==> config.mk <==
export PLATFORM = sky130hd
export DESIGN_NAME = key_repeat_debounce
export DESIGN_NICKNAME = d
export VERILOG_FILES = /design/src/rtl/key_repeat_debounce.sv
export SDC_FILE = /design/constraint.sdc
export NUM_CORES = 1
export LEC_CHECK = 0
export BUFFER_PORTS_ARGS = -buffer_cell sky130_fd_sc_hd__buf_2
export CORE_MARGIN = 1
export CORE_UTILIZATION = 58
export DETAILED_ROUTE_END_ITERATION = 8
export PLACE_DENSITY = 0.76
export SKIP_CTS_REPAIR_TIMING = 1
export SYNTH_ARGS = -nofsm -noshare
export SYNTH_HDL_FRONTEND = slang
export SYNTH_SLANG_ARGS = --single-unit
export TNS_END_PERCENT = 100
==> constraint.sdc <==
create_clock -name clk -period 3.3 [get_ports clk]
set_clock_uncertainty 0.05 [all_clocks]
set_input_delay 0.99 -clock clk [delete_from_list [all_inputs] [get_ports clk]]
set_output_delay 0.99 -clock clk [all_outputs]
set_load 0.005 [all_outputs]
==> src/rtl/key_repeat_debounce.sv <==
// Contact conditioner: two-flop synchronizer, tick-counted debounce filter and
// hold-to-repeat (typematic) event generation. All filtering and repeat timing
// advance only on ce ticks; the synchronizer runs every clk.
// The release strobe port is named release_evt because "release" is a reserved
// word in SystemVerilog.
module key_repeat_debounce #(
  parameter int unsigned STABLE = 16,
  parameter int unsigned DELAY  = 250,
  parameter int unsigned RATE   = 40,
  parameter bit          INVERT = 1'b0
) (
  input  logic clk,
  input  logic reset_n,
  input  logic ce,
  input  logic din,
  output logic q,
  output logic press,
  output logic release_evt,
  output logic rpt,
  output logic strobe
);

  localparam logic [9:0] StableLast = 10'(STABLE - 1);
  // DELAY=0 disables repeat; the compare value is then never used.
  localparam logic [9:0] DelayLast  = (DELAY == 0) ? 10'd0 : 10'(DELAY - 1);
  localparam logic [9:0] RateLast   = 10'(RATE - 1);
  localparam bit         RepeatEn   = (DELAY != 0);

  typedef enum logic [2:0] {
    StReleased,
    StPressWait,
    StPressed,
    StRepeating,
    StReleaseWait
  } state_e;

  logic       sync1_q, sync2_q;
  logic       sin;
  state_e     state_q, state_d;
  logic [9:0] fcnt_q, fcnt_d;
  logic [9:0] hcnt_q, hcnt_d;
  logic       resume_q, resume_d;
  logic       q_q, q_d;
  logic       press_q, press_d;
  logic       release_q, release_d;
  logic       rpt_q, rpt_d;
  logic       strobe_q, strobe_d;

  // Two-flop synchronizer; resets to the inactive raw level.
  always_ff @(posedge clk or negedge reset_n) begin
    if (!reset_n) begin
      sync1_q <= INVERT;
      sync2_q <= INVERT;
    end else begin
      sync1_q <= din;
      sync2_q <= sync1_q;
    end
  end

  assign sin = sync2_q ^ INVERT;

  // Debounce / repeat state machine next-state and strobe decode.
  always_comb begin
    state_d   = state_q;
    fcnt_d    = fcnt_q;
    hcnt_d    = hcnt_q;
    resume_d  = resume_q;
    q_d       = q_q;
    press_d   = 1'b0;
    release_d = 1'b0;
    rpt_d     = 1'b0;
    if (ce) begin
      unique case (state_q)
        StReleased: begin
          if (sin) begin
            state_d = StPressWait;
            fcnt_d  = 10'd1;
          end
        end
        StPressWait: begin
          if (!sin) begin
            state_d = StReleased;
          end else if (fcnt_q == StableLast) begin
            state_d = StPressed;
            q_d     = 1'b1;
            press_d = 1'b1;
            hcnt_d  = 10'd0;
          end else begin
            fcnt_d = fcnt_q + 10'd1;
          end
        end
        StPressed: begin
          if (!sin) begin
            // hcnt is left frozen so a release glitch only pauses repeat timing.
            state_d  = StReleaseWait;
            fcnt_d   = 10'd1;
            resume_d = 1'b0;
          end else if (RepeatEn) begin
            if (hcnt_q == DelayLast) begin
              state_d = StRepeating;
              rpt_d   = 1'b1;
              hcnt_d  = 10'd0;
            end else begin
              hcnt_d = hcnt_q + 10'd1;
            end
          end
        end
        StRepeating: begin
          if (!sin) begin
            state_d  = StReleaseWait;
            fcnt_d   = 10'd1;
            resume_d = 1'b1;
          end else if (hcnt_q == RateLast) begin
            rpt_d  = 1'b1;
            hcnt_d = 10'd0;
          end else begin
            hcnt_d = hcnt_q + 10'd1;
          end
        end
        StReleaseWait: begin
          if (sin) begin
            state_d = resume_q ? StRepeating : StPressed;
          end else if (fcnt_q == StableLast) begin
            state_d   = StReleased;
            q_d       = 1'b0;
            release_d = 1'b1;
          end else begin
            fcnt_d = fcnt_q + 10'd1;
          end
        end
        default: state_d = StReleased;
      endcase
    end
    strobe_d = press_d | rpt_d;
  end

  // State, counters and registered outputs.
  always_ff @(posedge clk or negedge reset_n) begin
    if (!reset_n) begin
      state_q   <= StReleased;
      fcnt_q    <= 10'd0;
      hcnt_q    <= 10'd0;
      resume_q  <= 1'b0;
      q_q       <= 1'b0;
      press_q   <= 1'b0;
      release_q <= 1'b0;
      rpt_q     <= 1'b0;
      strobe_q  <= 1'b0;
    end else begin
      state_q   <= state_d;
      fcnt_q    <= fcnt_d;
      hcnt_q    <= hcnt_d;
      resume_q  <= resume_d;
      q_q       <= q_d;
      press_q   <= press_d;
      release_q <= release_d;
      rpt_q     <= rpt_d;
      strobe_q  <= strobe_d;
    end
  end

  assign q           = q_q;
  assign press       = press_q;
  assign release_evt = release_q;
  assign rpt         = rpt_q;
  assign strobe      = strobe_q;

endmodule

# Yosys cells after proc, flatten, opt, wreduce, memory -nomap -nowiden
# Index checks and enable logic that the tools add are counted.
[word_totals]
elab_cells = 89
register_bits = 31
[classes]
add_sub_neg = 2
n_bitwise = 1
eq_ne = 20
mux = 44
reduce_logical = 11
[ops]
columns = ["cell", "n"]
rows = [
  ["10-bit 2-to-1 mux", 11],
  ["10-bit case mux with 4 select lines", 1],
  ["10-bit case mux with 3 select lines", 1],
  ["3-bit 2-to-1 mux", 8],
  ["6-bit AND reduction", 4],
  ["10-bit by 1-bit adder with 10-bit output (second input constant)", 2],
  ["2-bit inequality test (second input constant)", 10],
  ["1-bit 2-to-1 mux", 19],
  ["3-bit case mux with 5 select lines", 1],
  ["10-bit by 4-bit == test with 1-bit output (second input constant)", 1],
  ["10-bit by 6-bit == test with 1-bit output (second input constant)", 1],
  ["10-bit by 8-bit == test with 1-bit output (second input constant)", 1],
  ["3-bit inequality test (second input constant)", 3],
  ["3-bit by 2-bit == test with 1-bit output (second input constant)", 2],
  ["1-bit case mux with 2 select lines", 3],
  ["4-bit AND reduction", 1],
  ["2-bit nonzero test", 2],
  ["4-bit nonzero test", 1],
  ["3-bit by 1-bit == test with 1-bit output (second input constant)", 1],
  ["3-bit == test (second input constant)", 1],
  ["3-bit logical NOT", 1],
  ["3-bit nonzero test", 1],
  ["2-bit OR reduction", 1],
  ["1-bit bitwise OR", 1],
]

# Logic depth before layout (Yosys ltp)
[logic_depth]
ltp_word = 6
depth_mapped = 7
ltp_nobuf = 7

# Least setup slack after synthesis
# OpenSTA, ideal clock, no wires.
[synth_timing]
kind = "input-to-reg"
from = "input port ce"
to = "register hcnt_q[7]"
path_stages = 6
setup_slack_ns = 1.123
n_path_buf = 1
arrival_ns = 2.006
setup_time_ns = 0.121
path_cell_list = "inv_1 > nor3_1 > o21ai_0 > clkbuf_1 > a21o_1 > a22o_1"
[synth_via]
elab_chain_cells = 1
[synth_lines]
columns = ["element", "line_no", "rtl"]
rows = [
  ["start: declaration", "14", "input logic ce,"],
  ["6-bit AND reduction (no source line)", "--", ""],
  ["end signal: assignment", "152", "hcnt_q <= hcnt_d;"],
  ["end: declaration", "41", "logic [9:0] hcnt_q, hcnt_d;"],
]
# Every way passes these cells.
# A chain may end at the register's enable or synchronous reset.

# Worst setup path in the final report
# Same ends and word-level chain as after synthesis.

==> key figures <==
Critical path
  – Largest delay contributor family on the critical path: compound AO/OA/AOI/OAI gates
  – Kind of launch point of the worst setup path: input port
  – CP max stage cell: o21ai_0
  – Launching element of the worst setup path: ce
  – Critical register-to-register path startpoint: fcnt_q[1]
  – Type of the setup path with the least slack: input port to register
  – Type of destination of the critical path: register
  – Worst endpoint required time: 3470 ps
  – Arrival time of data at the critical path endpoint: around 2600 ps
  – CP cell instances: buf_2, inv_1, nor3_1, o21ai_0, a21o_1, a22o_1
  – Largest fanout of any net on the critical path: 11
  – Worst path buffer plus inverter count: 2
  – Highest cell delay on the worst timing path: 530 ps

GRT
  – Antenna violations before repair: 0
  – Global-route congestion overflow total: 0
  – Aggregate global-route resource usage: 23.33%
  – Maximum number of pins on one net before global-route repair: 32
  – Vias in the first global route: 1,288
  – Global-route wire length before repair: 5.740 mm

Pwr
  – Worst-case vdd ir drop: 0.3284 mV
  – LEAKAGE: 0.8518 nW
  – Pwr dens: 590.7 nW/µm²

Routing
  – DRC violation count after routing: 2
  – Detailed-route wire length per cell: 15.16 µm
  – DR vias/cell: 6.398
  – Overall routed net length: 3.426 mm
  – First-iteration detailed-routing DRC count: 67
  – Via count: 1,446
  – Detailed Routing Iterations Pass 1: 6
  – Post-route ant nets: 0

Yosys
  – Number of synthesized register bits: 31
  – Proportion of synthesized chip area in sequential cells: 44.22%
  – Syn Inst Count: 186
  – Synth warnings: 0
  – Per-instance average area after synthesis: around 9.4 µm²
  – Synth Net Count: 193
  – Predominant post-synthesis flop cell: dfrtp_1
  – Post-synth ARST share: 100.0%
  – EDFF count, synth: 0
  – Netlist area before placement: 1754 µm²
  – Post-synthesis cell type count: 48

Floorplan
  – Total die area: 3248 µm²
  – Boundary Pins: 9
  – Starting Density: 62.53%
  – Chip height: 57.00 µm
  – Floorplan row count: 19
  – Core region area: 2805 µm²
  – Die boundary width: 57.00 µm

Timing
  – Maximum clock frequency: 0.4045 GHz
  – Fin. max-slew vios: 0
  – Final setup TNS: 0 ps
  – Worst-margin pin slew: 1260 ps
  – Endpoints failing hold: 0
  – Smallest setup slack after layout: 827.7 ps
  – Unrepaired setup endpoints after global routing: no
  – Slew margin rel.: 15.12%
  – Final critical delay including setup and external delays: 2472 ps
  – Part of the cycle the worst path needs: 74.92%
  – Final setup violation count: 0
  – Worst slack on hold paths: 317.2 ps

Layout
  – Count of antenna diodes in the layout: 0
  – P&R area growth vs syn: 5.778%
  – Ratio of cells with drive above 1 in the final layout: around 14%
  – Post-layout net count: 201
  – Post-route design area: 1856 µm²

Placed design
  – Instance area at placement: 1787 µm²
  – Pre-CTS setup slack: 566.1 ps
  – Number of buffers inserted by port buffering: 8
  – Final weighted congestion of routability-driven global placement: 0.8591
  – Detailed placer's ending HPWL: roughly 2.4 mm

Clock tree
  – Clock Tree Root: clkbuf_4
  – Bufs on Longest Clock Path: 2
  – Clock transition at the registers of the reported paths: 90 ps
  – TritonCTS clock tree: yes
  – Number of levels the H-tree was split into: 2
  – Number of buffers added by the clock tree synthesis step: 5
  – Number of sinks driven by the clock tree: 31
  – Insertion delay to the later sink of the worst-skew pair: 320 ps

Min path
  – Worst hold path type: register to register
  – Startpoint of the worst hold path: sync1_q

Outcome
  – Violated checks: design-rule violations
  – Outcome: finished with violations

Job
  – Max capacitance violation total: 0
-- power breakdown --
part	total (W)	switching (W)	leakage [nW]	internal, W
clock	0.000248	0.000123	0.0386	0.000125
combinational	0.000320	0.000189	0.400	0.000131
sequential	0.000528	0.0000973	0.413	0.000431
-- per-layer routing --
layer / track usage, % / part of all wire [%]
met2: 35.97 / 48
met4: 10.10 / 1.1
met1: 30.88 / 46
met3: 6.803 / 4.5
met5: 0 / 0
-- sequential cells by signal, indices dropped and copies added (netlist names) --
| register | flops |
|---|---|
| strobe | 1 |
| sin | 1 |
| resume_q | 1 |
| release_evt | 1 |
| state_q | 3 |
| sync1_q | 1 |
| q | 1 |
| hcnt_q | 10 |
| fcnt_q | 10 |
| press | 1 |
| rpt | 1 |
-- through the flow --
step                      power [W]  utilization [%]  instances
final                      0.001096            66.15        226
after global routing       0.001175            66.15        226
after CTS                  0.001101            66.15        226
after detailed placement  0.0008509            63.69        218
after global placement    0.0008329            63.69        218
after floorplan           0.0008008                -        186
-- worst paths after layout --
kind | endpoint | slack [ps] | depth (start not counted)
setup / recovery | hcnt_q[7] | 830 | 6
min in group asynchronous | hcnt_q[6] | 630 | 1
hold / removal | sin | 320 | 0
hold reg to reg | sin | 320 | 0
setup reg to reg | hcnt_q[7] | 850 | 6
max in group asynchronous | hcnt_q[2] | 2140 | 1
-- synth_stat cells (all sizes together), types with 2 or more instances --
master	number	area share, %
o31ai	7	3.0
nand2	13	2.8
nor4	4	1.8
nand3	12	3.4
a21o	6	2.6
a21oi	9	2.6
nor2b	4	1.4
nand4b	2	1.0
a2111oi	2	2.1
inv	9	1.9
xnor2	2	1.0
buf	4	2.0
o22ai	2	0.71
or3	6	2.2
dfrtp	31	44
and2	2	0.71
a22o	5	2.5
nor3	2	0.57
nor2	13	2.8
and3	8	2.9
ha	3	2.1
nand2b	2	0.71
clkbuf	3	0.64
or2	5	1.8
o21ai	15	4.9
-- cell usage in the layout (no fill, tap or decap), types with 2 or more instances in the layout --
| cell | count |
|---|---|
| and2_1 | 2 |
| a22o_1 | 5 |
| a21oi_1 | 9 |
| or2_2 | 4 |
| nand2b_1 | 2 |
| o31ai_1 | 7 |
| clkbuf_4 | 5 |
| xnor2_1 | 2 |
| o22ai_1 | 2 |
| nor3_1 | 2 |
| nand2_1 | 13 |
| nor4_1 | 3 |
| nand4b_1 | 2 |
| or3_1 | 5 |
| o21ai_0 | 14 |
| and3_1 | 7 |
| nor2_1 | 13 |
| inv_1 | 9 |
| a21o_1 | 6 |
| buf_2 | 8 |
| nor2b_1 | 4 |
| dfrtp_1 | 31 |
| nand3_1 | 12 |
| ha_1 | 3 |
| clkbuf_8 | 2 |
-- cell families after synthesis --
kind of cell	count (synthesis)	share of synthesized area, %
muxes	1	0.6419
adders and majority gates	3	2.140
and+or+nand+nor	77	24.25
xor gates and xnor gates	3	1.498
AOI/OAI and AO/OA	54	22.47
buffers and inverters	17	4.778
DFF	31	44.22
-- worst register-to-register path: stages (launching register included) --
cell	delay [ps]
dfrtp_1	400
ha_1	200
nand4b_1	210
nor4_1	430
o21ai_0	500
a21o_1	330
a22o_1	230
-- layout make-up --
class                      count  area [µm²]
clock buffer                   8       68.82
fill                         207       949.7
inverter                      10       37.54
multi-input combinational    138       894.6
sequential                    31       775.7
tap                           31       38.79
timing repair buffer           8       40.04
No activity file was read; power rests on OpenSTA's default activity.
